## src/rtl/fsm_col_sel_circuit_pkg.sv

```systemverilog
// Shared constants and types for the 4x4 Connect-4 controller: state/status codes,
// player constants and the ten win-line masks.
package connect4_pkg;

  localparam int unsigned NUM_COLS  = 4;
  localparam int unsigned NUM_ROWS  = 4;
  localparam int unsigned NUM_CELLS = NUM_COLS * NUM_ROWS;
  localparam int unsigned NUM_LINES = 10;
  localparam int unsigned IDX_W     = 4;

  typedef enum logic [1:0] {
    ST_IDLE  = 2'b00,
    ST_PLACE = 2'b01,
    ST_CHECK = 2'b10,
    ST_OVER  = 2'b11
  } state_t;

  typedef enum logic [1:0] {
    GS_PLAYING = 2'b00,
    GS_P1_WIN  = 2'b01,
    GS_P2_WIN  = 2'b10,
    GS_TIE     = 2'b11
  } status_t;

  localparam logic PLAYER_1 = 1'b0;
  localparam logic PLAYER_2 = 1'b1;

  // Column-select result: target cell plus invalid flag in the MSB
  typedef struct packed {
    logic             invalid;
    logic [IDX_W-1:0] idx;
  } col_calc_t;

  // Rows, columns, then the two diagonals
  localparam logic [NUM_LINES-1:0][NUM_CELLS-1:0] WIN_MASKS = {
    16'h000F, 16'h00F0, 16'h0F00, 16'hF000,
    16'h1111, 16'h2222, 16'h4444, 16'h8888,
    16'h8421, 16'h1248
  };

endpackage

```

## src/rtl/fsm_col_sel_circuit_if.sv

```systemverilog
// Move-request and game-state bundle between the controller and its driver/display.
interface fsm_col_sel_circuit_if;
  import connect4_pkg::*;

  logic                 enable;
  logic [NUM_COLS-1:0]  in_column;
  logic [NUM_CELLS-1:0] out_gameboard;
  logic [NUM_CELLS-1:0] out_players_cells;
  logic [1:0]           out_game_status;
  logic [1:0]           current_state;
  logic                 playerTurn;
  logic [IDX_W:0]       column_calc;

  modport master (
    output enable, in_column,
    input  out_gameboard, out_players_cells, out_game_status,
    input  current_state, playerTurn, column_calc
  );

  modport slave (
    input  enable, in_column,
    output out_gameboard, out_players_cells, out_game_status,
    output current_state, playerTurn, column_calc
  );

endinterface

```

## src/rtl/fsm_col_sel_circuit_win_checker.sv

```systemverilog
// Combinational four-in-a-line detector for one player over the ten win lines.
module c4_win_checker
  import connect4_pkg::*;
(
  input  logic [NUM_CELLS-1:0] board,
  input  logic [NUM_CELLS-1:0] owner,
  input  logic                 player,
  output logic                 win
);

  logic [NUM_CELLS-1:0] w_cells;

  assign w_cells = board & (player ? owner : ~owner);

  always_comb begin
    win = 1'b0;
    for (int i = 0; i < int'(NUM_LINES); i++) begin
      if ((w_cells & WIN_MASKS[i]) == WIN_MASKS[i]) win = 1'b1;
    end
  end

endmodule

```

## src/rtl/fsm_col_sel_circuit.sv

```systemverilog
// Connect-4 game controller: column decode, piece placement, win/tie detection
// and turn sequencing on a fixed 4x4 board.
module fsm_col_sel_circuit
  import connect4_pkg::*;
(
  input  logic               clk,
  input  logic               reset,
  fsm_col_sel_circuit_if.slave bus
);

  state_t               r_state, w_state_nxt;
  status_t              r_status, w_status_nxt;
  logic [NUM_CELLS-1:0] r_board, w_board_nxt;
  logic [NUM_CELLS-1:0] r_owner, w_owner_nxt;
  logic                 r_turn, w_turn_nxt;
  logic [IDX_W-1:0]     r_idx, w_idx_nxt;

  col_calc_t            w_calc;
  logic                 w_col_valid;
  logic                 w_found;
  logic [1:0]           w_col;
  logic                 w_win;

  // Decode active-low one-hot select and find the lowest empty cell in that column
  always_comb begin
    w_col_valid = 1'b1;
    w_col       = 2'd0;
    w_found     = 1'b0;
    w_calc      = '0;
    case (bus.in_column)
      4'b1110: w_col = 2'd0;
      4'b1101: w_col = 2'd1;
      4'b1011: w_col = 2'd2;
      4'b0111: w_col = 2'd3;
      default: w_col_valid = 1'b0;
    endcase
    for (int row = int'(NUM_ROWS) - 1; row >= 0; row--) begin
      if (!r_board[row * int'(NUM_COLS) + int'(w_col)]) begin
        w_found    = 1'b1;
        w_calc.idx = IDX_W'(row * int'(NUM_COLS) + int'(w_col));
      end
    end
    if (!w_col_valid || !w_found) begin
      w_calc.invalid = 1'b1;
      w_calc.idx     = '0;
    end
  end

  c4_win_checker u_win_checker (
    .board  (r_board),
    .owner  (r_owner),
    .player (r_turn),
    .win    (w_win)
  );

  always_ff @(posedge clk or negedge reset) begin
    if (!reset) begin
      r_state  <= ST_IDLE;
      r_status <= GS_PLAYING;
      r_board  <= '0;
      r_owner  <= '0;
      r_turn   <= PLAYER_1;
      r_idx    <= '0;
    end else begin
      r_state  <= w_state_nxt;
      r_status <= w_status_nxt;
      r_board  <= w_board_nxt;
      r_owner  <= w_owner_nxt;
      r_turn   <= w_turn_nxt;
      r_idx    <= w_idx_nxt;
    end
  end

  always_comb begin
    w_state_nxt  = r_state;
    w_status_nxt = r_status;
    w_board_nxt  = r_board;
    w_owner_nxt  = r_owner;
    w_turn_nxt   = r_turn;
    w_idx_nxt    = r_idx;
    case (r_state)
      ST_IDLE: begin
        if (bus.enable && !w_calc.invalid) begin
          w_idx_nxt   = w_calc.idx;
          w_state_nxt = ST_PLACE;
        end
      end
      ST_PLACE: begin
        w_board_nxt[r_idx] = 1'b1;
        w_owner_nxt[r_idx] = r_turn;
        w_state_nxt        = ST_CHECK;
      end
      ST_CHECK: begin
        // A line completed by the last piece beats a full-board tie
        if (w_win) begin
          if (r_turn == PLAYER_2) w_status_nxt = GS_P2_WIN;
          else                    w_status_nxt = GS_P1_WIN;
          w_state_nxt = ST_OVER;
        end else if (&r_board) begin
          w_status_nxt = GS_TIE;
          w_state_nxt  = ST_OVER;
        end else begin
          w_turn_nxt  = ~r_turn;
          w_state_nxt = ST_IDLE;
        end
      end
      ST_OVER: w_state_nxt = ST_OVER;
      default: w_state_nxt = ST_IDLE;
    endcase
  end

  assign bus.out_gameboard     = r_board;
  assign bus.out_players_cells = r_owner;
  assign bus.out_game_status   = r_status;
  assign bus.current_state     = r_state;
  assign bus.playerTurn        = r_turn;
  assign bus.column_calc       = w_calc;

endmodule

```

## src/flat_wrapper.sv

```systemverilog
// flat-port wrapper written by rule: the top's interface ports become plain ports
module fsm_col_sel_circuit_flat import connect4_pkg::*;
  (clk, reset, bus_enable, bus_in_column, bus_out_gameboard, bus_out_players_cells, bus_out_game_status, bus_current_state, bus_playerTurn, bus_column_calc);
  fsm_col_sel_circuit_if bus_i ();
  input  logic clk;
  input  logic reset;
  input wire logic [$bits(bus_i.enable)-1:0] bus_enable;
  input wire logic [$bits(bus_i.in_column)-1:0] bus_in_column;
  output wire logic [$bits(bus_i.out_gameboard)-1:0] bus_out_gameboard;
  output wire logic [$bits(bus_i.out_players_cells)-1:0] bus_out_players_cells;
  output wire logic [$bits(bus_i.out_game_status)-1:0] bus_out_game_status;
  output wire logic [$bits(bus_i.current_state)-1:0] bus_current_state;
  output wire logic [$bits(bus_i.playerTurn)-1:0] bus_playerTurn;
  output wire logic [$bits(bus_i.column_calc)-1:0] bus_column_calc;
  assign bus_i.enable = bus_enable;
  assign bus_i.in_column = bus_in_column;
  assign bus_out_gameboard = bus_i.out_gameboard;
  assign bus_out_players_cells = bus_i.out_players_cells;
  assign bus_out_game_status = bus_i.out_game_status;
  assign bus_current_state = bus_i.current_state;
  assign bus_playerTurn = bus_i.playerTurn;
  assign bus_column_calc = bus_i.column_calc;
  fsm_col_sel_circuit u_core (.clk(clk), .reset(reset), .bus(bus_i));
endmodule
```

## config.mk

```make
export PLATFORM = sky130hd
export DESIGN_NAME = fsm_col_sel_circuit_flat
export DESIGN_NICKNAME = d
export VERILOG_FILES = /design/src/rtl/fsm_col_sel_circuit_pkg.sv /design/src/rtl/fsm_col_sel_circuit_if.sv /design/src/rtl/fsm_col_sel_circuit_win_checker.sv /design/src/rtl/fsm_col_sel_circuit.sv /design/src/flat_wrapper.sv
export SDC_FILE = /design/constraint.sdc
export NUM_CORES = 1
export LEC_CHECK = 0
export BUFFER_PORTS_ARGS = -buffer_cell sky130_fd_sc_hd__buf_2
export CAP_MARGIN = 15
export CORE_MARGIN = 5
export CORE_UTILIZATION = 61
export CTS_BUF_LIST = sky130_fd_sc_hd__clkbuf_4 sky130_fd_sc_hd__clkbuf_8
export CTS_CLUSTER_SIZE = 8
export DETAILED_ROUTE_END_ITERATION = 12
export MAX_ROUTING_LAYER = met4
export PLACE_DENSITY = 0.91
export SYNTH_ARGS = -nofsm -noshare
export SYNTH_HDL_FRONTEND = slang
export SYNTH_SLANG_ARGS = --single-unit
```

## constraint.sdc

```tcl
create_clock -name clk -period 4.35 [get_ports clk]
set_input_delay 0.435 -clock clk [delete_from_list [all_inputs] [get_ports clk]]
set_output_delay 0.435 -clock clk [all_outputs]
set_load 0.02 [all_outputs]
```

# ---- After elaboration in Yosys (flattened, before gate mapping)
# Cells that the tools add are included.
# Widths: inputs -> output; s select.
dict set report totals {
  regBits 41
  word_cells 95
  out_inout_bits 42
  inputBits 7
}
dict set report op_classes {
  n_lt_le_gt_ge 6
  muxes 43
  eq_ne 18
  reduce_logical 13
  bitwise 6
  n_addsub 3
}
# operator count
set ops {}
lappend ops {{$lt 32x6->1 const B} 2}
lappend ops {{$eq 4x4->1 const B} 13}
lappend ops {{$mux 1} 23}
lappend ops {{$and 16x16->16} 1}
lappend ops {{$bwmux 16} 1}
lappend ops {{$mux 16} 1}
lappend ops {{$mux 4} 4}
lappend ops {{$not 16->16} 1}
lappend ops {{$or 16x16->16} 1}
lappend ops {{$reduce_and 16->1} 1}
lappend ops {{$bmux 1 s4} 3}
lappend ops {{$mux 2} 6}
lappend ops {{$add 4x2->5 const A} 2}
lappend ops {{$pmux 2 s4} 1}
lappend ops {{$pmux 2 s3} 1}
lappend ops {{$lt 2x5->1 const B} 1}
lappend ops {{$lt 4x5->1 const B} 1}
lappend ops {{$lt 5x5->1 const B} 1}
lappend ops {{$mux 5} 1}
lappend ops {{$add 3x2->4 const A} 1}
lappend ops {{$demux 1 s4} 1}
lappend ops {{$eq 2x2->1 const B} 2}
lappend ops {{$eq 4x3->1 const B} 1}
lappend ops {{$ge 4x1->1 const B} 1}
lappend ops {{other kinds (12)} 18}

# ---- Logic depth before layout (Yosys ltp)
# Gate-level depths: netlist of the first run.
dict set report logic_depth {
  depth_word 17
  mapped_depth 8
  depth_no_buf 6
}

# ---- Hierarchy
# Synthesis of the first run repeated with hierarchy kept, for this count alone.
dict set report hier_totals {
  cells_unflattened 234
  hier_area_um2 2394.8
}
# mod area_per_inst_um2 seq_area_each_um2 instances cells_each
set by_module_without_submodules {}
lappend by_module_without_submodules {fsm_col_sel_circuit 2052.0 1026.0 1 181}
lappend by_module_without_submodules {c4_win_checker 342.8 0.0 1 53}

# ---- Least setup slack after synthesis of the first run
# No wires, ideal clock.
dict set report synth_path {
  path_type {input to output}
  startpoint {input port bus_in_column[3]}
  endpoint {output port bus_column_calc[0]}
  required_time_ns 3.915
  slack_ns 1.787
  path_buffers 1
  cell_stages 7
  t_arrival_ns 2.128
  path_cell_list {buf_4 nand2_1 a21boi_1 a2bb2oi_1 nand3_1 o31ai_1 nor2_1}
}
dict set report synth_between {
  elab_chain_len 13
  word_cells_on_any_way 33
  classes_between {add/sub: 3; eq/ne: 4; mux: 22; reduce/logical: 4}
}
# item line_no
set synth_lines {}
lappend synth_lines {{start, declared} flat_wrapper.sv:8} ;# input wire logic [$bits(bus_i.in_column)-1:0] bus_in_column;
lappend synth_lines {{$eq 4x3->1 / $eq 4x4->1 (equally long branches)} fsm_col_sel_circuit.sv:30} ;# case (bus.in_column)
lappend synth_lines {{$pmux 2 s3} fsm_col_sel_circuit.sv:30}
lappend synth_lines {{$add 4x2->5} fsm_col_sel_circuit.sv:40} ;# w_calc.idx = IDX_W'(row * int'(NUM_COLS) + int'(w_col));
lappend synth_lines {{$bmux 1 s4} fsm_col_sel_circuit.sv:38} ;# if (!r_board[row * int'(NUM_COLS) + int'(w_col)]) begin
lappend synth_lines {{$mux 1 (implied by the code) (2 in series)} fsm_col_sel_circuit.sv:38}
lappend synth_lines {{$mux 1 (4 in series)} fsm_col_sel_circuit.sv:38}
lappend synth_lines {{$logic_not 1->1} fsm_col_sel_circuit.sv:43} ;# if (!w_col_valid || !w_found) begin
lappend synth_lines {{$logic_or 1x1->1} fsm_col_sel_circuit.sv:43}
lappend synth_lines {{$mux 5 (*)} fsm_col_sel_circuit.sv:43}
lappend synth_lines {{end, declared} flat_wrapper.sv:14} ;# output wire logic [$bits(bus_i.column_calc)-1:0] bus_column_calc;
# Every way passes the cells marked *; elsewhere a longest branch is shown, timed or not. The select of a mux whose other input is x is not followed.

# ---- Worst setup path after layout of the first run
dict set report layout_path {
  startpoint {register u_core.r_board[12] (netlist: u_core.bus.out_gameboard[12])}
  endpoint {output port bus_column_calc[2]}
}
dict set report layout_between {
  elab_chain_len 10
  word_cells_on_any_way 20
  classes_between {mux: 18; reduce/logical: 2}
}
# item line_no
set layout_lines {}
lappend layout_lines {{start, declared} fsm_col_sel_circuit.sv:13} ;# logic [NUM_CELLS-1:0] r_board, w_board_nxt;
lappend layout_lines {{start signal, assigned} fsm_col_sel_circuit.sv:67} ;# r_board <= w_board_nxt;
lappend layout_lines {{$bmux 1 s4} fsm_col_sel_circuit.sv:38}
lappend layout_lines {{$mux 1 (implied by the code) (2 in series)} fsm_col_sel_circuit.sv:38}
lappend layout_lines {{$mux 1 (4 in series)} fsm_col_sel_circuit.sv:38}
lappend layout_lines {{$logic_not 1->1} fsm_col_sel_circuit.sv:43}
lappend layout_lines {{$logic_or 1x1->1} fsm_col_sel_circuit.sv:43}
lappend layout_lines {{$mux 5 (*)} fsm_col_sel_circuit.sv:43}
# Marked as above.

==> qor.txt, run 1 <==
layout cell share with drive strength beyond 1 = 32.4%
Fin Setup TNS = 0 ps
ys async rst share = 100%
CP delay by family, top = compound AO/OA/AOI/OAI gates
Port Buffers = 48
Worst EP arrival = 2110 ps
cell taking the most area after synthesis = dfrtp_1
number of setup violations in the final report = 0
post-CTS setup buffer count = 0
Max Fclk = 393 MHz
Synth top area share = 44.4%
transition time at the pin with the least slew margin = 886 ps
Die Y = 71.5 um
critical path's slowest cell = dfrtp_1
RR Startpoint = u_core.bus.playerTurn$_DFFE_PN0P_
cell depth of the worst flop-to-flop path = 7
Diodes inserted = 0
clock-pin slew on the worst setup and hold paths = 70 ps
CP required = 3910 ps
Die X = 71.5 um
Post-Syn Area = 0.00231 mm2
# hold bufs at CTS = 0
die area = 0.00512 mm2
CP startpoint = u_core.bus.out_gameboard[12]$_DFFE_PN0P_
status = finished, final reports clean
area delta synth->final = 16.6%
Post-synth EDFFs = 0
drt total wl = 5860 um
Rel. slew slack = 40.9%
maximum root-to-sink buffer count = 2
DRT Pass-1 Iters = 5
drt via density = 6.28
IO Pins = 49
Leak = 0.00130 uW
crit path capture type = primary output
ys flop type = dfrtp_1
CP max stage delay = 490 ps
Final Max Tran Viols = 0
Pwr per Cell Area = 548 mW/mm2
syn avg cell area = 10.1 um2
area post-placement = 0.00257 mm2
hpwl dp = 4400 um
largest net degree at the start of global routing = 45
count leader, synth = dfrtp_1
drt first-iter violations = 132
CP Max Fanout = 8
Final min period = 2540 ps
root buf cell = clkbuf_8
grt ovf = 0
WL/cell = 18.0 um
crit path buf inv count = 1
GP Congestion = 0.887
Seq cells post-synth = 41
capturing point of the worst reg2reg path = u_core.bus.out_game_status[1]$_DFFE_PN0P_
Post-Syn Instances = 228
worst slack at placement = 1870 ps
total number of vias = 2047
final period utilization = 58.4%
DRC = 0
fin util = 73.6%
synth cell count leaders = 41 x dfrtp_1, 21 x nand2_1, 19 x mux2_2, 15 x nand2b_1, 14 x nand3_1
cts repair resizes = 0
DRT antenna net count = 0
CTS tree = done
final clock skew = 4.91 ps
starting density of the core = 63.1%
Synth Warn # = 0
syn_nets = 235
Peak VDD IR = 359 uV
post-layout instance area = 0.00269 mm2
Tot Pwr = 1480 uW
H-Tree Depth = 2
kind of critical path = flip-flop to primary output
sequential element share of the synthesized area = 44.4%
worst reg-to-reg setup slack = 2010 ps
main area contributors after synthesis = dfrtp_1 44%, mux2_2 9.3%, nand2b_1 4.1%
Layout Nets = 284
Rows = 22
Cell variety after synth = 52
vias in the first global route = 1912
CTS buffer count = 5
crit path cell chain = o22a_1, o221ai_1, nand2b_1, a311oi_1, buf_2
Max Cap Violations = 0
global-route wire length before repair = 9520 um
GRT Total Usage = 24.7%
Clock Sinks = 41
initial antenna violation count = 0
worst-skew pair later-pin latency = 290 ps
HP Class = input port to async pin
core footprint = 0.00366 mm2
Worst Setup Start Kind = flip-flop
Final Hold Viols = 0
RSZ-0062 raised after global routing = no
worst setup margin = 1810 ps
-- worst max-delay path by stage --
stage,to,slack (ps),cells after the start
floorplan,bus_column_calc[0],1790,7
global placement,bus_column_calc[3],1920,7
detailed placement,bus_column_calc[3],1870,7
CTS,bus_column_calc[2],1820,5
global route,bus_column_calc[3],1680,7
finish,bus_column_calc[2],1810,5
-- metal layers --
| metal | vias up | track usage [%] | share of wire [%] |
|---|---|---|---|
| li1 | 953 | - | - |
| met5 | - | - | 0 |
| met1 | 976 | 31.9 | 42 |
| met4 | 0 | 10.6 | 2.8 |
| met3 | 18 | 6.17 | 8.4 |
| met2 | 100 | 36.9 | 47 |
-- kinds of logic after synthesis --
kind of cell / count (synthesis) / synth area share, %
buf+inv: 11 / 2.55
xor+xnor: 7 / 2.65
simple gates: 107 / 26.5
mux: 20 / 9.70
flops: 41 / 44.4
compound gates: 42 / 14.2
-- cell usage in the layout, fill, tap and decap left out, drive strengths merged, types with 5 or more instances in the layout --
master / instances
a21oi: 13
buf: 49
clkbuf: 7
dfrtp: 41
mux2: 19
nand2: 21
nand2b: 15
nand3: 14
nand4: 12
nor2: 7
nor2b: 5
nor3b: 5
or2: 6
or4: 9
xnor2: 6
-- cell type report --
cell class,instances,area [um2]
Clock inverter,1,30.0
Tap cell,48,60.1
Sequential cell,41,1030
Multi-Input combinational cell,176,1220
Inverter,4,15.0
Clock buffer,7,90.1
Timing Repair Buffer,49,248
Fill cell,270,967
-- stage by stage --
step	hold slack (ps)	instances
3_5_place_dp	494	318
2_1_floorplan	139	228
3_3_place_gp	486	318
6_report	262	326
4_1_cts	288	326
5_1_grt	341	326
-- state kept, by name, indices dropped and copies added (netlist names) --
name,cells
u_core.bus.playerTurn,1
u_core.bus.out_gameboard,16
u_core.bus.current_state,2
u_core.r_idx,4
u_core.bus.out_players_cells,16
u_core.bus.out_game_status,2
-- power by group --
part           switching [uW]  leakage [uW]  total (uW)  internal, uW
clock                     126     0.0000619         319           193
sequential                156      0.000545         628           473
combinational             314      0.000693         529           214
total                     596       0.00130        1480           880
Power figures use the tool's default switching activity.
==> inputs of run 2 (changes only) <==
- CORE_UTILIZATION: 61 -> 56
- PLACE_DENSITY: 0.91 -> 0.85
- clock period: 4.35 -> 2.5 ns (I/O delays scaled with it)
==> run 2 against run 1 <==
Cell count is 0.92% higher. Sequential power grew 80%. Count of clock-buffer cells in the layout shrank 1. Critical path depth did not move. Global-route usage grew 0.42 points. Flip-flop and latch count did not move. Wire length increased by 5.1%. Power increased by 75%. Clock power up 74%. Non-clock buffer count rose by 1. Sequential share of layout area fell by 0.23 points. Combinational power grew 71%. Critical path type unchanged. Critical endpoint unchanged. Highest routed layer unchanged.
==> qor.txt, run 2 (synthesized netlist as in run 1, its figures left out) <==
number of setup violations in the final report = 0 (unchanged)
area delta synth->final = 17.3% (was 16.6%)
Max Cap Violations = 0 (unchanged)
HP Class = input port to async pin (unchanged)
CTS tree = done (unchanged)
Diodes inserted = 0 (unchanged)
maximum root-to-sink buffer count = 2 (unchanged)
die area = 0.00551 mm2 (was 0.00512 mm2)
Final min period = 2340 ps
post-CTS setup buffer count = 0 (unchanged)
CP Max Fanout = 8 (unchanged)
Final Max Tran Viols = 0 (unchanged)
Leak = 0.00130 uW (about the same)
Clock Sinks = 41 (unchanged)
CP required = 2250 ps (was 3910 ps)
IO Pins = 49 (unchanged)
final clock skew = 12.5 ps (was 4.91 ps)
H-Tree Depth = 2 (unchanged)
drt via density = 6.12 (was 6.28)
highest routed layer = met4 (unchanged)
Rows = 23 (was 22)
grt ovf = 0 (unchanged)
drt total wl = 6160 um (was 5860 um)
WL/cell = 18.7 um (was 18.0 um)
hpwl dp = 4680 um (was 4400 um)
Final Hold Viols = 0 (unchanged)
GP Congestion = 0.915 (was 0.887)
DRC = 0 (unchanged)
Rel. slew slack = 38.8% (was 40.9%)
crit path capture type = primary output (unchanged)
Peak VDD IR = 872 uV (was 359 uV)
M1 wire length = 2750 um (was 2460 um)
Port Buffers = 48 (unchanged)
clock-pin slew on the worst setup and hold paths = 90 ps (was 70 ps)
vias in the first global route = 1948 (was 1912)
# hold bufs at CTS = 0 (unchanged)
total number of vias = 2015 (was 2047)
Worst Setup Start Kind = flip-flop (unchanged)
transition time at the pin with the least slew margin = 918 ps (was 886 ps)
commonest cells after routing, fill and taps aside = 48 x buf_2, 41 x dfrtp_1, 21 x nand2_1 (unchanged)
layout cell share with drive strength beyond 1 = 33.0% (was 32.4%)
core footprint = 0.00400 mm2 (was 0.00366 mm2)
Worst EP arrival = 2090 ps (was 2110 ps)
CTS buffer count = 5 (unchanged)
root buf cell = clkbuf_8 (unchanged)
Pwr per Cell Area = 955 mW/mm2 (was 548 mW/mm2)
Die Y = 74.2 um (was 71.5 um)
final period utilization = 93.6%
global-route wire length before repair = 10100 um (was 9520 um)
GRT Total Usage = 25.1% (was 24.7%)
Layout Nets = 285 (was 284)
initial antenna violation count = 0 (unchanged)
met3 WL = 500 um (was 493 um)
DRT Pass-1 Iters = 4 (was 5)
largest net degree at the start of global routing = 42 (was 45)
RSZ-0062 raised after global routing = yes (was no)
status = finished, final reports clean (unchanged)
Tot Pwr = 2590 uW (was 1480 uW)
drt first-iter violations = 135 (was 132)
most common cell after layout, fill and taps aside = buf_2 (unchanged)
DRT antenna net count = 0 (unchanged)
worst reg-to-reg setup slack = 170 ps (was 2010 ps)
cts repair resizes = 0 (unchanged)
routed wl met2 = 2780 um (was 2740 um)
starting density of the core = 57.7% (was 63.1%)
Die X = 74.2 um (was 71.5 um)
hold_ws = 80.1 ps (was 262 ps)
Max Fclk = 428 MHz
worst-skew pair later-pin latency = 290 ps (about the same)
kind of critical path = flip-flop to primary output (unchanged)
run 2: power breakdown:
| part | total, uW | internal, uW | leakage (uW) | switching [uW] |
|---|---|---|---|---|
| combinational | 903 | 385 | 0.000700 | 518 |
| clock | 556 | 325 | 0.0000574 | 231 |
| sequential | 1130 | 822 | 0.000545 | 308 |
run 2: area by class of cell:
type	instances	area [um2]
Timing Repair Buffer	50	255
Sequential cell	41	1030
Clock buffer	6	82.6
Fill cell	339	1290
Tap cell	50	62.6
Multi-Input combinational cell	176	1230
Clock inverter	2	37.5
Inverter	4	15.0
run 2: metrics by stage:
stage / worst slack (ps) / TNS, ps / cell area (um2) / util (%) / std cells
after floorplan: 307 / 0 / 2310 / - / 228
after global placement: 273 / 0 / 2580 / 64.6 / 321
after global routing: -8.07 / -8.07 / 2710 / 67.8 / 329
final: 161 / 0 / 2710 / 67.8 / 329
after detailed placement: 205 / 0 / 2580 / 64.6 / 321
after CTS: 165 / 0 / 2700 / 67.6 / 329
run 2: path summary, 6_finish.rpt:
| path | endpoint | startpoint | cells after the start |
|---|---|---|---|
| max in group asynchronous | u_core.bus.out_players_cells[3]$_DFFE_PN0P_ | reset | 1 |
| max | bus_column_calc[2] | u_core.bus.out_gameboard[12]$_DFFE_PN0P_ | 5 |
| min in group clk | u_core.r_idx[2]$_DFFE_PN0P_ | bus_enable | 3 |
| min reg2reg | u_core.bus.out_game_status[0]$_DFFE_PN0P_ | u_core.bus.out_game_status[0]$_DFFE_PN0P_ | 1 |
| max reg2reg | u_core.bus.out_game_status[1]$_DFFE_PN0P_ | u_core.bus.playerTurn$_DFFE_PN0P_ | 6 |
| min | u_core.bus.current_state[0]$_DFFE_PN0P_ | reset | 1 |
run 2: routing by layer:
| metal | global-route usage (%) | vias to the layer above |
|---|---|---|
| met2 | 37.1 | 91 |
| met3 | 3.11 | 14 |
| met4 | 7.91 | 0 |
| met5 | - | - |
| li1 | - | 955 |
| met1 | 36.2 | 955 |
run 2: critical path, cell delays in order (launching register included):
cell and delay, ps:
dfrtp_1 500, o22a_1 260, o221ai_1 260, nand2b_1 100
a311oi_1 420, buf_2 250
==> inputs of run 3 (changes only) <==
- CORE_UTILIZATION: 56 -> 57
- SYNTH_HIERARCHICAL: not set -> 1
==> run 3 against run 2 <==
Setup slack got worse by 97 ps. Global-route usage decreased by 0.99 points. Register-to-register slack got worse by 110 ps. Wire length increased by 1.6%. Via count increased by 6.1%. Non-clock buffer count increased by 1. Clock power decreased by 22%. Count of clock-buffer cells in the layout increased by 1. Final area increased by 2.5%. Critical endpoint is now u_core/bus.out_game_status[0]$_DFFE_PN0P_. Clock skew decreased by 8.3 ps. Critical path depth increased by 4.
==> qor.txt, run 3 <==
Synth top area share = 42.8% (was 44.4%)
Switching Power = 978 uW (was 1060 uW)
commonest cells after routing, fill and taps aside = 48 x buf_2, 41 x dfrtp_1, 18 x nand2_1 (was 48 x buf_2, 41 x dfrtp_1, 21 x nand2_1)
final clock skew = 4.20 ps (was 12.5 ps)
layout cell share with drive strength beyond 1 = 33.8% (was 33.0%)
crit path cell chain = buf_12, or3_1, a2111oi_0, o211ai_1, nand4_1, inv_1, o41ai_2, nand3b_1, a21o_1 (was o22a_1, o221ai_1, nand2b_1, a311oi_1, buf_2)
Comb pwr share = 38.7% (was 34.9%)
Final Hold Viols = 0 (unchanged)
die area = 0.00560 mm2 (was 0.00551 mm2)
compound-gate portion of the synthesized area = 11.1% (was 14.2%)
Die X = 74.8 um (was 74.2 um)
drt via density = 6.40 (was 6.12)
Port Buffers = 48 (unchanged)
cell taking the most area after synthesis = dfrtp_1 (unchanged)
XOR/XNOR Fraction of Synth Area = 3.92% (was 2.65%)
CP required = 2680 ps (was 2250 ps)
largest family of logic cells by synthesized area = simple AND/OR/NAND/NOR gates (unchanged)
H-Tree Depth = 2 (unchanged)
area delta synth->final = 16.0% (was 17.3%)
CP delay by family, top = compound AO/OA/AOI/OAI gates (unchanged)
transition time at the pin with the least slew margin = 876 ps (was 918 ps)
CTS buffer count = 5 (unchanged)
syn_nets = 241 (was 235)
Layout Nets = 291 (was 285)
maximum root-to-sink buffer count = 2 (unchanged)
fin cells = 334 (was 329)
hpwl dp = 4570 um (was 4680 um)
WL/cell = 18.7 um (about the same)
main area contributors after synthesis = dfrtp_1 43%, mux2_2 7.5%, nand4_1 3.7% (was dfrtp_1 44%, mux2_2 9.3%, nand2b_1 4.1%)
Clock Sinks = 41 (unchanged)
# hold bufs at CTS = 0 (unchanged)
Final min period = 2440 ps (was 2340 ps)
mux cell area share after synthesis = 12.1% (was 9.70%)
CP max stage delay = 420 ps (was 500 ps)
area post-placement = 0.00266 mm2 (was 0.00258 mm2)
Pwr per Cell Area = 867 mW/mm2 (was 955 mW/mm2)
status = finished, final reports clean (unchanged)
area share of and/or/nand/nor cells after synthesis = 27.0% (was 26.5%)
total number of vias = 2137 (was 2015)
worst-skew pair later-pin latency = 290 ps (about the same)
Peak VDD IR = 722 uV (was 872 uV)
starting density of the core = 59.4% (was 57.7%)
dpl cells = 326 (was 321)
initial antenna violation count = 0 (unchanged)
ys async rst share = 100% (unchanged)
switching share of power = 40.6% (was 40.8%)
drt total wl = 6260 um (was 6160 um)
clock-pin slew on the worst setup and hold paths = 70 ps (was 90 ps)
most common cell after layout, fill and taps aside = buf_2 (unchanged)
Worst Setup Start Kind = flip-flop (unchanged)
Rows = 23 (unchanged)
Seq cells post-synth = 41 (unchanged)
Power Internal = 1430 uW (was 1530 uW)
Post-Syn Area = 0.00239 mm2 (was 0.00231 mm2)
count leader, synth = dfrtp_1 (unchanged)
Seq pwr share = 43.2% (was 43.6%)
vias in the first global route = 1938 (was 1948)
DRC = 0 (unchanged)
global-route wire length before repair = 9870 um (was 10100 um)
DRT antenna net count = 0 (unchanged)
IO Pins = 49 (unchanged)
Leak = 0.00135 uW (was 0.00130 uW)
met2 usage = 36.8% (was 37.1%)
Adder-Cell Fraction of Synth Area = 0% (unchanged)
kind of critical path = flip-flop to flip-flop (was flip-flop to primary output)
sequential element share of the synthesized area = 42.8% (was 44.4%)
crit path capture type = flip-flop (was primary output)
synth cell count leaders = 41 x dfrtp_1, 18 x nand2_1, 16 x mux2_2, 14 x nand3_1, 14 x nand4_1 (was 41 x dfrtp_1, 21 x nand2_1, 19 x mux2_2, 15 x nand2b_1, 14 x nand3_1)
Clk pwr share = 18.0% (was 21.5%)
Post-Syn Instances = 234 (was 228)
number of setup violations in the final report = 0 (unchanged)
Max Fclk = 410 MHz (was 428 MHz)
hold_ws = 74.3 ps (was 80.1 ps)
Post-synth EDFFs = 0 (unchanged)
CP Max Fanout = 36 (was 8)
GR Layer Usage met3 = 4.81% (was 3.11%)
syn avg cell area = 10.2 um2 (was 10.1 um2)
drt first-iter violations = 150 (was 135)
fillers = 311 (was 339)
critical path's slowest cell = a2111oi_0 (was dfrtp_1)
Final Max Tran Viols = 0 (unchanged)
crit path buf inv count = 2 (was 1)
Rel. slew slack = 41.6% (was 38.8%)
Diodes inserted = 0 (unchanged)
DRT Pass-1 Iters = 5 (was 4)
Max Cap Violations = 0 (unchanged)
root buf cell = clkbuf_8 (unchanged)
fin util = 68.9% (was 67.8%)
final period utilization = 97.5% (was 93.6%)
largest net degree at the start of global routing = 42 (unchanged)
ys flop type = dfrtp_1 (unchanged)
Fin Setup TNS = 0 ps (unchanged)
gr busiest metal = met2 (unchanged)
GP Congestion = 0.924 (was 0.915)
core footprint = 0.00403 mm2 (was 0.00400 mm2)
GRT Total Usage = 24.1% (was 25.1%)
Cell variety after synth = 45 (was 52)
CTS tree = done (unchanged)
grt ovf = 0 (unchanged)
Worst EP arrival = 2620 ps (was 2090 ps)
Die Y = 74.8 um (was 74.2 um)
post-layout instance area = 0.00278 mm2 (was 0.00271 mm2)
Synth Warn # = 6 (was 0)
GRT met1 Usage = 32.1% (was 36.2%)
HP Class = input port to async pin (unchanged)
==> run 3: repair_timing <==
action	4_1_cts	5_1_grt
resized for setup	0	4
setup endpoints to repair	0	2
buffers inserted	0	1
==> run 3: worst paths after layout <==
| path | slack [ps] | depth (start not counted) | end | from |
|---|---|---|---|---|
| min in group clk | 430 | 4 | u_core/bus.current_state[0]$_DFFE_PN0P_ | bus_enable |
| min | 70 | 1 | u_core/bus.out_players_cells[11]$_DFFE_PN0P_ | reset |
| min reg2reg | 490 | 1 | u_core/bus.out_game_status[0]$_DFFE_PN0P_ | u_core/bus.out_game_status[0]$_DFFE_PN0P_ |
| max in group asynchronous | 1870 | 1 | u_core/bus.current_state[0]$_DFFE_PN0P_ | reset |
| max | 60 | 9 | u_core/bus.out_game_status[0]$_DFFE_PN0P_ | u_core/bus.playerTurn$_DFFE_PN0P_ |
| max reg2reg | 60 | 9 | u_core/bus.out_game_status[0]$_DFFE_PN0P_ | u_core/bus.playerTurn$_DFFE_PN0P_ |
==> run 3: power by group through the flow <==
stage / clock network, uW / registers, uW / logic (uW)
after floorplan: 0 / 1140 / 497
after global placement: 0 / 1030 / 900
after detailed placement: 0 / 1050 / 919
after CTS: 440 / 1030 / 926
after global routing: 479 / 1070 / 997
final: 433 / 1040 / 933
==> run 3: cells by family after synthesis <==
logic type	Yosys count
xor gates and xnor gates	9
DFF	41
AOI/OAI and AO/OA	37
buffers and inverters	11
and+or+nand+nor	111
muxes	25
==> run 3: layer usage <==
metal  vias up  part of all wire, %  wire length, um
met5         -                    0                0
met3        25                  7.3              456
met1      1011                   43             2690
met4         0                  3.1              193
li1        978                    -                -
met2       123                   47             2920
==> run 3: cell type report <==
type	count	area [um2]	share of cell area (%)
repair buffers	51	275	9.91
multi-input cells	182	1310	47.3
well taps	50	62.6	2.25
flip-flops and latches	41	1030	36.9
clock buffers	7	90.1	3.24
inverters	3	11.3	0.405
==> run 3: metrics by stage <==
stage,worst slack (ps),power [uW]
after floorplan,224,1640
after global placement,222,1930
after detailed placement,123,1960
after CTS,99.9,2400
after global routing,-16.9,2550
final,63.7,2410
